### config.mk
export PLATFORM = sky130hd
export DESIGN_NAME = pal_cfg_loader
export DESIGN_NICKNAME = d
export VERILOG_FILES = /design/src/rtl/pal_cfg_loader.sv
export SDC_FILE = /design/constraint.sdc
export NUM_CORES = 1
export LEC_CHECK = 0
export BUFFER_PORTS_ARGS = -buffer_cell sky130_fd_sc_hd__buf_4
export CAP_MARGIN = 40
export CORE_MARGIN = 2
export CORE_UTILIZATION = 56
export CTS_BUF_LIST = sky130_fd_sc_hd__clkbuf_16
export CTS_CLUSTER_DIAMETER = 120
export DETAILED_ROUTE_END_ITERATION = 12
export GPL_TIMING_DRIVEN = 0
export PLACE_DENSITY = 0.89
export SLEW_MARGIN = 5
export SYNTH_ARGS = -nofsm -noshare
export SYNTH_HDL_FRONTEND = slang
export SYNTH_SLANG_ARGS = --single-unit
### constraint.sdc
create_clock -name clk -period 2.2 [get_ports clk]
set_clock_uncertainty 0.05 [all_clocks]
set_input_delay 0.44 -clock clk [delete_from_list [all_inputs] [get_ports clk]]
set_output_delay 0.44 -clock clk [all_outputs]
set_load 0.02 [all_outputs]
### src/rtl/pal_cfg_loader.sv
// -----------------------------------------------------------------------------
// pal_cfg_loader
//   Serial configuration controller for the PAL crosspoint array. Crosspoint
//   enables arrive one bit per accepted valid/ready beat, are collected in a
//   shadow register and are copied to the active register in a single commit
//   cycle. The PAL keeps its previous configuration during a load.
//
// Ports
//   clk         in   1         single clock, all state on the rising edge
//   rst         in   1         synchronous reset, active-high
//   cfg_start   in   1         pulse: begin (or restart) a load
//   cfg_data    in   1         serial configuration bit
//   cfg_valid   in   1         cfg_data is valid this cycle
//   cfg_ready   out  1         a bit is accepted this cycle (state LOAD)
//   cfg_busy    out  1         loader is not idle
//   cfg_done    out  1         pulse: new config visible on and_cfg/or_cfg
//   cfg_loaded  out  1         sticky: at least one commit since reset
//   and_cfg     out  AND_BITS  active AND-plane crosspoint enables
//   or_cfg      out  OR_BITS   active OR-plane crosspoint enables
// -----------------------------------------------------------------------------
module pal_cfg_loader #(
    parameter int NUM_INPUTS  = 8,
    parameter int NUM_PTERMS  = 16,
    parameter int NUM_OUTPUTS = 4,
    localparam int AND_BITS   = 2 * NUM_INPUTS * NUM_PTERMS,
    localparam int OR_BITS    = NUM_PTERMS * NUM_OUTPUTS,
    localparam int CFG_BITS   = AND_BITS + OR_BITS,
    localparam int CNT_W      = $clog2(CFG_BITS + 1)
) (
    input  logic                clk,
    input  logic                rst,
    input  logic                cfg_start,
    input  logic                cfg_data,
    input  logic                cfg_valid,
    output logic                cfg_ready,
    output logic                cfg_busy,
    output logic                cfg_done,
    output logic                cfg_loaded,
    output logic [AND_BITS-1:0] and_cfg,
    output logic [OR_BITS-1:0]  or_cfg
);

    typedef enum logic [1:0] {
        ST_IDLE   = 2'd0,
        ST_LOAD   = 2'd1,
        ST_COMMIT = 2'd2
    } state_t;

    state_t              state_r;
    state_t              state_nxt_s;
    logic [CNT_W-1:0]    count_r;
    logic [CFG_BITS-1:0] shadow_r;
    logic [CFG_BITS-1:0] active_r;
    logic                ready_r;
    logic                busy_r;
    logic                done_r;
    logic                loaded_r;
    logic                ready_nxt_s;
    logic                busy_nxt_s;
    logic                done_nxt_s;
    logic                loaded_nxt_s;
    logic                accept_s;
    logic                last_bit_s;

    // A restart pulse takes priority over a data beat in the same cycle.
    assign accept_s   = (state_r == ST_LOAD) && cfg_valid && !cfg_start;
    assign last_bit_s = (count_r == CNT_W'(CFG_BITS - 1));

    // State register.
    always_ff @(posedge clk) begin
        if (rst) begin
            state_r <= ST_IDLE;
        end else begin
            state_r <= state_nxt_s;
        end
    end

    // Next-state logic: cfg_start is only honoured from IDLE or LOAD.
    always_comb begin
        state_nxt_s = state_r;
        case (state_r)
            ST_IDLE: begin
                if (cfg_start) begin
                    state_nxt_s = ST_LOAD;
                end else begin
                    state_nxt_s = ST_IDLE;
                end
            end
            ST_LOAD: begin
                if (accept_s && last_bit_s) begin
                    state_nxt_s = ST_COMMIT;
                end else begin
                    state_nxt_s = ST_LOAD;
                end
            end
            ST_COMMIT: state_nxt_s = ST_IDLE;
            default:   state_nxt_s = ST_IDLE;
        endcase
    end

    // Output decode: values the status registers take on the next edge.
    always_comb begin
        ready_nxt_s  = 1'b0;
        busy_nxt_s   = 1'b0;
        done_nxt_s   = 1'b0;
        loaded_nxt_s = loaded_r;
        if (state_nxt_s == ST_LOAD) begin
            ready_nxt_s = 1'b1;
        end else begin
            ready_nxt_s = 1'b0;
        end
        if (state_nxt_s != ST_IDLE) begin
            busy_nxt_s = 1'b1;
        end else begin
            busy_nxt_s = 1'b0;
        end
        // done and loaded rise together with the active-register update.
        if (state_r == ST_COMMIT) begin
            done_nxt_s   = 1'b1;
            loaded_nxt_s = 1'b1;
        end else begin
            done_nxt_s   = 1'b0;
            loaded_nxt_s = loaded_r;
        end
    end

    // Status output registers.
    always_ff @(posedge clk) begin
        if (rst) begin
            ready_r  <= 1'b0;
            busy_r   <= 1'b0;
            done_r   <= 1'b0;
            loaded_r <= 1'b0;
        end else begin
            ready_r  <= ready_nxt_s;
            busy_r   <= busy_nxt_s;
            done_r   <= done_nxt_s;
            loaded_r <= loaded_nxt_s;
        end
    end

    // Bit counter and shadow shift register. The shadow is never cleared on
    // restart: a complete load overwrites every stale bit anyway.
    always_ff @(posedge clk) begin
        if (rst) begin
            count_r  <= {CNT_W{1'b0}};
            shadow_r <= {CFG_BITS{1'b0}};
        end else if ((state_r == ST_LOAD) && cfg_start) begin
            count_r  <= {CNT_W{1'b0}};
            shadow_r <= shadow_r;
        end else if (accept_s) begin
            shadow_r <= {shadow_r[CFG_BITS-2:0], cfg_data};
            if (last_bit_s) begin
                count_r <= {CNT_W{1'b0}};
            end else begin
                count_r <= count_r + CNT_W'(1);
            end
        end else if (state_r != ST_LOAD) begin
            count_r  <= {CNT_W{1'b0}};
            shadow_r <= shadow_r;
        end else begin
            count_r  <= count_r;
            shadow_r <= shadow_r;
        end
    end

    // Active register: updated only in the commit cycle so the array never
    // sees a partially shifted configuration.
    always_ff @(posedge clk) begin
        if (rst) begin
            active_r <= {CFG_BITS{1'b0}};
        end else if (state_r == ST_COMMIT) begin
            active_r <= shadow_r;
        end else begin
            active_r <= active_r;
        end
    end

    assign cfg_ready  = ready_r;
    assign cfg_busy   = busy_r;
    assign cfg_done   = done_r;
    assign cfg_loaded = loaded_r;
    // First bit shifted in lands in the AND-plane MSB, last bit in or_cfg[0].
    assign and_cfg    = active_r[CFG_BITS-1:OR_BITS];
    assign or_cfg     = active_r[OR_BITS-1:0];

endmodule

; ---- Word level (Yosys, flattened, before mapping)
; Cells that the tools add are included.
; W data, S select, Z words.
[op_classes]
addsub = 1
mux = 9
bitwise_logic = 1
n_reduce_logical = 10
n_eq_ne = 5
[op_table]
columns = op, count
row1 = $mux W9, 3
row2 = $add A9 B1 Y9 const B, 1
row3 = $eq A9 B9 Y1 const B, 1
row4 = $eq A2 B1 Y1 const B, 2
row5 = $logic_and A1 B1 Y1, 4
row6 = $mux W1, 4
row7 = $pmux W2 S2, 1
row8 = $reduce_bool A2 Y1, 2
row9 = $eq A2 B2 Y1 const B, 1
row10 = $logic_not A2 Y1, 1
row11 = $mux W2, 1
row12 = $ne A2 B1 Y1 const B, 1
row13 = $reduce_and A2 Y1, 1
row14 = $reduce_or A2 Y1, 1
row15 = $logic_not A1 Y1, 1
row16 = $not A1 Y1, 1
[word_totals]
output_inout_bits = 324
register_bits = 655
wordCells = 34

; ---- Depth between registers and ports, before layout
; Gate-level depths: netlist of run 1.
[depth]
depth_word = 8
ltp_mapped = 6
ltp_nobuf = 5

; ---- Least setup slack after synthesis of run 1
; Ideal clock, no wire load.
[synth_timing]
path_kind = input -> register
from = input rst
to = register shadow_r[224]
t_arrival_ns = 1.412
cell_stages = 5
setup_slack_ns = 0.606
path_buffers = 4
cell_sequence = clkbuf_1 > buf_2 > clkbuf_1 > clkbuf_1 > a21oi_1
[synth_rtl]
columns = element, line
row1 = from (decl), 31  ; input logic rst,
row2 = to (signal assigned), 147  ; shadow_r <= {CFG_BITS{1'b0}};
row3 = to (signal assigned), 150  ; shadow_r <= shadow_r;
row4 = to (signal assigned), 152  ; shadow_r <= {shadow_r[CFG_BITS-2:0], cfg_data};
row5 = to (decl), 52  ; logic [CFG_BITS-1:0] shadow_r;
; No word-level cell between the ends.

; ---- Final worst setup path of run 1
[layout_timing]
from = register state_r[1]
to = register active_r[100]
[layout_via]
elab_chain_cells = 1
[layout_rtl]
columns = element, line
row1 = from (decl), 49  ; state_t state_r;
row2 = from (signal assigned), 74  ; state_r <= state_nxt_s;
row3 = $eq A2 B2 Y1, 172  ; end else if (state_r == ST_COMMIT) begin
row4 = to (signal assigned), 171  ; active_r <= {CFG_BITS{1'b0}};
row5 = to (signal assigned), 173  ; active_r <= shadow_r;
row6 = to (signal assigned), 175  ; active_r <= active_r;
row7 = to (decl), 53  ; logic [CFG_BITS-1:0] active_r;
; Every way passes these cells.
; A chain may end at the register's enable or synchronous reset.

==> impl_results.md, run 1 <==
* Status: complete, no violations
* PortBufs at 327
* DR pass1 iterations at 5
* Worst hold stages at 3
* Synthesized instance count at 2853
* FFs w/ async S/R, synth at 0%
* H-Tree Depth at 2
* DRC viols at 0
* Dominant synthesized flop cell: dfxtp_1
* CP arrival at 2.50 ns
* Slew HR at 51.9%
* Filler cells at 3010
* IO Count at 329
* Storage element area at 13100 um^2
* Setup_tns at 0 ns
* Req. time, crit path at 2.68 ns
* # Max-Cap Violations at 0
* Clk buf depth at 3
* Row Count at 73
* Worst-margin pin slew at 0.722 ns
* Synthesized flop and latch total at 655
* Final setup violation count at 0
* First-pass GRT wire length at 89.7 mm
* Number of flops mapped to enable cells by yosys at 0
* Post-Route WL at 56.1 mm
* Layer with the highest usage: met2
* Clk Tree Root Cell: clkbuf_16
* CTS Buf Count at 61
* Final period demand of the worst path at 2.02 ns
* CP max stage delay at 0.56 ns
* Startpoint Class: flop
* Pwr/cell area at 819 nW/um^2
* Iteration-0 DRC Markers at 1229
* Worst Hold Class: input port to flop
* Via Count at 20.1k
* Hold_ws at 0.0318 ns
* RD Place Congestion at 0.841
* Die X at 204 um
* Pleak at 0.00994 uW
* Worst path slowest cell: clkbuf_1
* Hold_buf cts at 0
* VDD IR max at 0.701 mV
* Die Area at 41700 um^2
* Yosys cell types at 34
* Antenna violations before repair at 1
* Register area share after synthesis at 58.4%
* CTS tree: yes
* CP Class: flop to flop
* Synth warn at 0
* Share of layout cells above drive strength 1 at 15.8%
* Cell mode on critical path: buf_2
* Total gr overflow at 0
* Final #Nets at 3252
* Max Slew Vio Count at 0
* Total GRT Usage at 26.1%
* Vias/cell at 5.27
* Vias in the first global route at 18.7k
* RSZ-0062 raised after global routing: no
* Crit. End Element: flop
* Crit-path cells: nor2b_1 > buf_2 > clkbuf_1 > buf_2 > nand2_1 > a21oi_1
* R2R depth at 6
* Grt met1 use at 33.0%
* Initial core utilization at 56.6%
* Synth-to-layout area growth at 22.7%
* Core area at 39600 um^2
* Met3 Resource Use GR at 5.33%
* Met2 usage at 43.6%
* Crit-path max FO at 10
* # clock sinks at 655
* Die height at 204 um
* Synthesized area at 22400 um^2
* Final Cycle Share at 91.8%
* Area of the multi-input gates at 8390 um^2
* Syn nets at 2859
* Largest net degree at the start of global routing at 16
* Syn_area_per_cell at 7.87 um^2
* Routed WL per cell at 14.7 um
* Clk Latency, worst-skew pair at 0.61 ns
* Post-route ant nets at 0
* Post-DP HPWL at 38.1 mm
* Max Fclk at 495 MHz
* Final Hold Fails at 0
* Worst-path clk slew at 0.06 ns
[routing by layer]
layer / part of all wire (%) / vias up
met5: 0 / -
met2: 47 / 612
li1: - / 9968
met3: 6.2 / 138
met1: 43 / 9421
met4: 3.6 / 0
[power by group]
group	switching, uW	total [uW]	leakage, uW	internal, uW
sequential	3.13	11900	0.00527	11900
clock	4410	10300	0.000994	5840
combinational	363	434	0.00367	71.7
total	4780	22600	0.00994	17800
[sequential cells by signal, summed over array words and instances, names as in the netlist]
register    cells
cfg_loaded      1
cfg_ready       1
shadow_r      320
active_r      320
count_r         9
cfg_busy        1
state_r         2
cfg_done        1
[cell usage in the layout (no fill, tap or decap), types with 2 or more instances in the layout]
cell type  instances
clkinv_1          20
a21oi_1          643
and2b_1            2
a31oi_1            3
nand4_1            2
nor2_1             9
buf_4            327
dfxtp_1          655
nand3_1            3
nor3_1             3
inv_1             11
buf_1              6
or3_1              3
buf_6              2
nor2b_1            2
bufinv_16          6
clkbuf_1         108
nand2_1         1288
nand2b_1           2
and2_1             4
clkbuf_2           3
clkbuf_16         63
clkinv_2          10
buf_2             99
[critical path: cells and delay by family (launching register included)]
family                 cells  cell delay, ns
AOI/OAI and AO/OA          1            0.17
buffers and inverters      3            1.10
DFF                        1            0.39
and+or+nand+nor            2            0.23
[synthesized netlist by cell type, types with 2 or more instances]
master / count / share of area, %
a21oi_1: 643 / 14
a31oi_1: 3 / 0.084
and2_1: 4 / 0.11
and2b_1: 2 / 0.067
buf_1: 6 / 0.10
buf_2: 99 / 2.2
clkbuf_1: 111 / 1.9
dfxtp_1: 655 / 58
nand2_1: 1288 / 22
nand2b_1: 2 / 0.056
nand3_1: 3 / 0.067
nand4_1: 2 / 0.056
nor2_1: 9 / 0.15
nor2b_1: 2 / 0.056
nor3_1: 3 / 0.067
or3_1: 3 / 0.084
[repair_timing]
| action | 4_1_cts | 5_1_grt |
|---|---|---|
| pin swaps | 0 | 0 |
| buffers inserted | 0 | 0 |
| cloned | 0 | 0 |
| gates resized for setup | 1 | 4 |
| setup endpoints to repair | 100 | 109 |
[metrics by stage]
step / instances / instance area, um^2 / utilization, % / total power, uW / setup slack, ns
after floorplan: 2853 / 22400 / - / 12400 / 0.606
after global routing: 3820 / 27500 / 69.5 / 23200 / 0.0852
final: 3821 / 27500 / 69.5 / 22600 / 0.181
after global placement: 3705 / 25600 / 64.5 / 12600 / -0.159
after CTS: 3820 / 27500 / 69.5 / 22700 / 0.00408
after detailed placement: 3708 / 25600 / 64.6 / 12600 / -0.140
[logic make-up after synthesis]
family                     after synthesis  share of synthesized area [%]
AOI/OAI and AO/OA                      652                           14.7
xor gates and xnor gates                 1                         0.0390
adders and majority gates                1                         0.0557
buffers and inverters                  217                           4.18
DFF                                    655                           58.4
muxes                                    1                         0.0446
and+or+nand+nor                       1326                           22.6
[final cells by class]
| cell class | instances | share of cell area [%] |
|---|---|---|
| flip-flops and latches | 655 | 47.6 |
| multi-input cells | 1981 | 30.5 |
| repair buffers | 330 | 9.05 |
| clock buffers | 63 | 5.72 |
| plain buffers | 216 | 3.41 |
| well taps | 525 | 2.39 |
| clock inverters | 49 | 1.34 |
| inverters | 1 | 0.0136 |
| diodes | 1 | 0.00909 |
[path summary, 6_finish.rpt]
kind / start / to / slack, ns
worst min register to register: active_r[141] / active_r[141] / 0.40
worst max register to register: state_r[1] / active_r[100] / 0.18
worst max-delay path: state_r[1] / active_r[100] / 0.18
worst min-delay path: cfg_data / shadow_r[0] / 0.03
Note: power is estimated with default switching activity, not from simulation.
==> run 2, diff against run 1 <==
Settings changed: CORE_MARGIN 2 to 4, CTS_BUF_LIST sky130_fd_sc_hd__clkbuf_16 to unset.
==> impl_results.md, run 2 (same netlist as run 1, synthesis figures left out) <==
* IO Count at 329 (unchanged)
* Hold_buf cts at 0 (unchanged)
* Total GRT Usage at 25.0% (was 26.1%)
* Core area at 39600 um^2 (unchanged)
* # clock sinks at 655 (unchanged)
* RSZ-0062 raised after global routing: no (unchanged)
* P_int at 18600 uW (was 17800 uW)
* Final #Nets at 3251 (was 3252)
* # Max-Cap Violations at 0 (unchanged)
* DRC viols at 0 (unchanged)
* Slew HR at 41.6% (was 51.9%)
* VDD IR max at 0.736 mV (was 0.701 mV)
* Vias in the first global route at 18.5k (was 18.7k)
* CP endpoint: active_r[109] (was active_r[100])
* Die X at 208 um (was 204 um)
* Most common cell after layout, fill and taps aside: nand2_1 (unchanged)
* R2R depth at 6 (unchanged)
* DR pass1 iterations at 5 (unchanged)
* Routed wire length on met2 at 27.2 mm (was 26.5 mm)
* Dpl ws at -0.108 ns (was -0.140 ns)
* Status: complete, no violations (unchanged)
* Max Slew Vio Count at 0 (unchanged)
* Iteration-0 DRC Markers at 1414 (was 1229)
* Row Count at 73 (unchanged)
* Clk buf depth at 3 (unchanged)
* Total gr overflow at 0 (unchanged)
* Cell mode on critical path: buf_2 (unchanged)
* Worst path slowest cell: clkbuf_1 (unchanged)
* RD Place Congestion at 0.858 (was 0.841)
* Initial core utilization at 56.6% (unchanged)
* Startpoint Class: flop (unchanged)
* Vias/cell at 5.31 (was 5.27)
* CTS Buf Count at 61 (unchanged)
* Critical path startpoint: state_r[1] (unchanged)
* Post-DP HPWL at 38.8 mm (was 38.1 mm)
* R2r setup slk at 0.14 ns (was 0.18 ns)
* N_diodes at 0 (was 1)
* Clk Tree Root Cell: clkbuf_16 (unchanged)
* Final Hold Fails at 0 (unchanged)
* Metal3 WL at 3.74 mm (was 3.50 mm)
* Top Registers: active_r: 320 flops, shadow_r: 320 flops, count_r: 9 flops (unchanged)
* Final setup margin at 0.144 ns (was 0.181 ns)
* Met1 wire length at 24.4 mm (was 24.1 mm)
* PortBufs at 327 (unchanged)
* Commonest cells after routing, fill and taps aside: nand2_1 (1288), dfxtp_1 (655), a21oi_1 (643), buf_4 (327), clkbuf_1 (119) (was nand2_1 (1288), dfxtp_1 (655), a21oi_1 (643), buf_4 (327), clkbuf_1 (108))
* Die Area at 43300 um^2 (was 41700 um^2)
* Max Fclk at 486 MHz (was 495 MHz)
* Clk Latency, worst-skew pair at 0.61 ns (about the same)
* Routed WL per cell at 15.0 um (was 14.7 um)
* Final period demand of the worst path at 2.06 ns (was 2.02 ns)
* Synth-to-layout area growth at 23.6% (was 22.7%)
* Switching share of power at 20.6% (was 21.2%)
* Reg-to-Reg Start: state_r[1] (unchanged)
* Combinational Power Share at 1.9% (about the same)
* CTS tree: yes (unchanged)
* Antenna violations before repair at 1 (unchanged)
* Final Cell Area at 27700 um^2 (was 27500 um^2)
* Placed inst area at 25600 um^2 (about the same)
* Crit-path max FO at 10 (unchanged)
* Crit-path cells: nor2b_1 > buf_2 > clkbuf_1 > buf_2 > nand2_1 > a21oi_1 (unchanged)
* Via Count at 20.3k (was 20.1k)
* Req. time, crit path at 2.67 ns (was 2.68 ns)
* FF-to-FF End: active_r[109] (was active_r[100])
* Worst Hold Class: input port to flop (unchanged)
* Clock power share at 47.5% (was 45.5%)
* Final Cycle Share at 93.5% (was 91.8%)
* Pwr/cell area at 844 nW/um^2 (was 819 nW/um^2)
* Reg power frac at 50.7% (was 52.6%)
* Worst-margin pin slew at 0.876 ns (was 0.722 ns)
* Die height at 208 um (was 204 um)
* Post-Route WL at 57.3 mm (was 56.1 mm)
* Crit. End Element: flop (unchanged)
* H-Tree Depth at 2 (unchanged)
* Pleak at 0.0100 uW (was 0.00994 uW)
* CP Class: flop to flop (unchanged)
* Share of layout cells above drive strength 1 at 16.4% (was 15.8%)
* CP arrival at 2.52 ns (was 2.50 ns)
* Post-route ant nets at 0 (unchanged)
* Setup_tns at 0 ns (unchanged)
* Final setup violation count at 0 (unchanged)
* First-pass GRT wire length at 92.0 mm (was 89.7 mm)
* Worst-path clk slew at 0.06 ns (about the same)
* Net Switching at 4830 uW (was 4780 uW)
* DR top layer: met5 (was met4)
* CP max stage delay at 0.58 ns (was 0.56 ns)
* Largest net degree at the start of global routing at 16 (unchanged)
[run 2: cell types whose count changed in the layout (fill, tap and decap cells not counted), sizes merged]
cell      change
clkbuf       +26
inv          -10
clkinvlp      +2
clkinv       -17
bufinv        +2
buf           -1
diode         -1
[run 2: how the worst min path moves through the flow]
stage | from | to | slack [ns] | depth (start not counted)
detailed placement | shadow_r[319] | active_r[319] | 0.40 | 2
global route | cfg_data | shadow_r[0] | 0.05 | 3
global placement | shadow_r[319] | active_r[319] | 0.39 | 2
floorplan | shadow_r[319] | active_r[319] | 0.38 | 2
CTS | cfg_data | shadow_r[0] | 0.003 | 3
finish | cfg_data | shadow_r[0] | 0.05 | 3
[run 2: what timing repair did]
action | 4_1_cts | 5_1_grt
setup buffers | 0 | 0
gates resized for setup | 2 | 4
setup endpoints to repair | 143 | 130
[run 2: power by group through the flow]
stage / Clock [uW] / Combinational (uW) / Sequential, uW
after global placement: 0 / 423 / 12100
after CTS: 11200 / 433 / 11900
after detailed placement: 0 / 428 / 12100
after global routing: 11700 / 480 / 11900
after floorplan: 0 / 280 / 12100
final: 11100 / 438 / 11900
[run 2: final cells by class]
| class | instances | area (um^2) |
|---|---|---|
| flip-flops and latches | 655 | 13100 |
| fillers | 2966 | 11900 |
| multi-input cells | 1981 | 8390 |
| repair buffers | 329 | 2480 |
| clock buffers | 89 | 1810 |
| plain buffers | 216 | 940 |
| well taps | 525 | 657 |
| clock inverters | 26 | 342 |
| inverters | 1 | 3.75 |
[run 2: routing by layer]
layer / vias to the layer above / GRT usage (%)
met5: - / 0
met4: 2 / 9.24
met3: 132 / 4.39
met2: 651 / 41.4
met1: 9542 / 33.2
li1: 9961 / -
[run 2: worst max-delay path, delay by kind of cell (launching register included)]
family	cells	cell delay [ns]
AO/OA/AOI/OAI	1	0.17
flip-flops	1	0.39
buffers and inverters	3	1.12
AND/OR/NAND/NOR	2	0.23
[run 2: per-stage QoR]
stage	hold WS, ns	util [%]	power (uW)	cells
2_1_floorplan	0.382	-	12400	2853
3_3_place_gp	0.390	64.5	12600	3705
3_5_place_dp	0.397	64.5	12600	3707
4_1_cts	0.00291	70.0	23500	3822
5_1_grt	0.0477	70.0	24100	3822
6_report	0.0460	70.0	23400	3822
==> run 3, diff against run 2 <==
Settings changed: PLACE_DENSITY 0.89 to 0.76.
==> impl_results.md, run 3 (same netlist as run 1, synthesis figures left out) <==
* Status: complete, no violations (unchanged)
* Via Count at 20.0k (was 20.3k)
* Total gr overflow at 0 (unchanged)
* Die X at 208 um (unchanged)
* DP Cell Count at 3706 (was 3707)
* Max Slew Vio Count at 0 (unchanged)
* Final #Nets at 3255 (was 3251)
* IO Count at 329 (unchanged)
* Core area at 39600 um^2 (unchanged)
* Iteration-0 DRC Markers at 1222 (was 1414)
* Worst Hold Class: input port to flop (unchanged)
* Top Registers: active_r: 320 flops, shadow_r: 320 flops, count_r: 9 flops (unchanged)
* Req. time, crit path at 2.64 ns (was 2.67 ns)
* Final Non-Filler Cells at 3824 (was 3822)
* Clk buf depth at 3 (unchanged)
* Combinational Power Share at 1.8% (was 1.9%)
* Worst-path clk slew at 0.06 ns (about the same)
* P_int at 18900 uW (was 18600 uW)
* Share of layout cells above drive strength 1 at 16.3% (was 16.4%)
* Crit-path max FO at 10 (unchanged)
* Total GRT Usage at 25.2% (was 25.0%)
* Final Hold Fails at 0 (unchanged)
* First-pass GRT wire length at 92.4 mm (was 92.0 mm)
* Final setup violation count at 0 (unchanged)
* CP max stage delay at 0.41 ns (was 0.58 ns)
* RD Place Congestion at 0.862 (was 0.858)
* Die Area at 43300 um^2 (unchanged)
* Slew HR at 45.2% (was 41.6%)
* Die height at 208 um (unchanged)
* Vias in the first global route at 19.0k (was 18.5k)
* Most common cell after layout, fill and taps aside: nand2_1 (unchanged)
* Clk Latency, worst-skew pair at 0.58 ns (was 0.61 ns)
* Crit. End Element: flop (unchanged)
* CTS Buf Count at 66 (was 61)
* Antenna violations before repair at 0 (was 1)
* Startpoint Class: flop (unchanged)
* Reg power frac at 49.9% (was 50.7%)
* VDD IR max at 0.662 mV (was 0.736 mV)
* RSZ-0062 raised after global routing: no (unchanged)
* Final period demand of the worst path at 2.01 ns (was 2.06 ns)
* N_diodes at 0 (unchanged)
* Max Fclk at 498 MHz (was 486 MHz)
* Commonest cells after routing, fill and taps aside: nand2_1 (1288), dfxtp_1 (655), a21oi_1 (643), buf_4 (327), clkbuf_1 (124) (was nand2_1 (1288), dfxtp_1 (655), a21oi_1 (643), buf_4 (327), clkbuf_1 (119))
* Synth-to-layout area growth at 24.1% (was 23.6%)
* Worst path slowest cell: clkbuf_2 (was clkbuf_1)
* CP arrival at 2.45 ns (was 2.52 ns)
* DRC viols at 0 (unchanged)
* Largest net degree at the start of global routing at 15 (was 16)
* Tot Pwr at 23800 uW (was 23400 uW)
* CP delay by family, top: buffers and inverters (unchanged)
* CP Class: flop to flop (unchanged)
* Clock power share at 48.3% (was 47.5%)
* Net Switching at 4850 uW (was 4830 uW)
* Pleak at 0.0101 uW (was 0.0100 uW)
* CTS tree: yes (unchanged)
* Dpl ws at -0.334 ns (was -0.108 ns)
* Final setup margin at 0.192 ns (was 0.144 ns)
* PortBufs at 327 (unchanged)
* Clk Tree Root Cell: clkbuf_16 (unchanged)
* Post-Route WL at 57.7 mm (was 57.3 mm)
* Buffers & Inverters on Critical Path at 3 (unchanged)
* Switching share of power at 20.4% (was 20.6%)
* Core Util, Final at 70.2% (was 70.0%)
* Post CTS Setup Buffer Count at 0 (unchanged)
* H-Tree Depth at 3 (was 2)
* Vias/cell at 5.23 (was 5.31)
* Initial core utilization at 56.6% (unchanged)
* Crit-path cells: nand2b_1 > clkbuf_1 > clkbuf_2 > buf_2 > nand2_1 > a21oi_1 (was nor2b_1 > buf_2 > clkbuf_1 > buf_2 > nand2_1 > a21oi_1)
* Hold_buf cts at 0 (unchanged)
* DR pass1 iterations at 5 (unchanged)
* Final Cycle Share at 91.3% (was 93.5%)
* Routed WL per cell at 15.1 um (was 15.0 um)
* # Max-Cap Violations at 0 (unchanged)
* Post-route ant nets at 0 (unchanged)
* Post-DP HPWL at 40.6 mm (was 38.8 mm)
* Row Count at 73 (unchanged)
* Pwr/cell area at 853 nW/um^2 (was 844 nW/um^2)
* Worst-margin pin slew at 0.823 ns (was 0.876 ns)
* # clock sinks at 655 (unchanged)
-- run 3: cell types whose count changed in the layout (fill, tap and decap cells not counted) --
| cell | change |
|---|---|
| clkinv_2 | -11 |
| clkbuf_16 | +10 |
| inv_8 | +1 |
| clkbuf_8 | +7 |
| clkbuf_1 | +5 |
| bufinv_16 | -6 |
| buf_8 | -1 |
| inv_6 | -1 |
| clkbuf_2 | +1 |
| clkinvlp_4 | -3 |
-- run 3: power by group through the flow --
stage / sequential (uW) / clock, uW / combinational, uW
floorplan: 12100 / 0 / 280
global placement: 12100 / 0 / 409
detailed placement: 12100 / 0 / 422
CTS: 11900 / 11600 / 425
global route: 11900 / 12100 / 471
finish: 11900 / 11500 / 427
-- run 3: final timing paths --
| path | to | from | cells after the start | slack [ns] |
|---|---|---|---|---|
| min | shadow_r[0] | cfg_data | 3 | 0.09 |
| min reg2reg | active_r[236] | active_r[236] | 2 | 0.40 |
| max | active_r[104] | state_r[0] | 6 | 0.19 |
| max reg2reg | active_r[104] | state_r[0] | 6 | 0.19 |
-- run 3: per-stage QoR --
stage | hold slack (ns) | instance area [um^2] | setup TNS, ns
after global routing | 0.0893 | 27800 | 0
final | 0.0935 | 27800 | 0
after floorplan | 0.382 | 22400 | 0
after CTS | 0.0641 | 27800 | 0
after detailed placement | 0.396 | 25600 | -40.65
after global placement | 0.389 | 25600 | -43.38
-- run 3: routing by layer --
layer	track usage, %	part of all wire [%]	up-vias
met2	42.3	47	565
met1	32.1	43	9359
met4	8.43	2.7	0
met5	0	0	-
met3	6.02	6.8	105
li1	-	-	9958
-- run 3: repair_timing --
item                                    CTS  global route
endpoints found under the setup margin  108           115
resized for setup                         2             7
pin swaps                                 0             0
-- run 3: layout make-up --
type	instances	area (um^2)
Buffer	216	941
Tap cell	525	657
Multi-Input combinational cell	1981	8390
Clock inverter	6	86.3
Fill cell	3146	11800
Clock buffer	112	2180
Inverter	1	3.75
Sequential cell	655	13100
Timing Repair Buffer	328	2470
-- run 3: worst reg2reg max path, cell delays in order (launching register included) --
cell	delay [ns]
dfxtp_1	0.39
nand2b_1	0.12
clkbuf_1	0.36
clkbuf_2	0.41
buf_2	0.30
nand2_1	0.09
a21oi_1	0.20
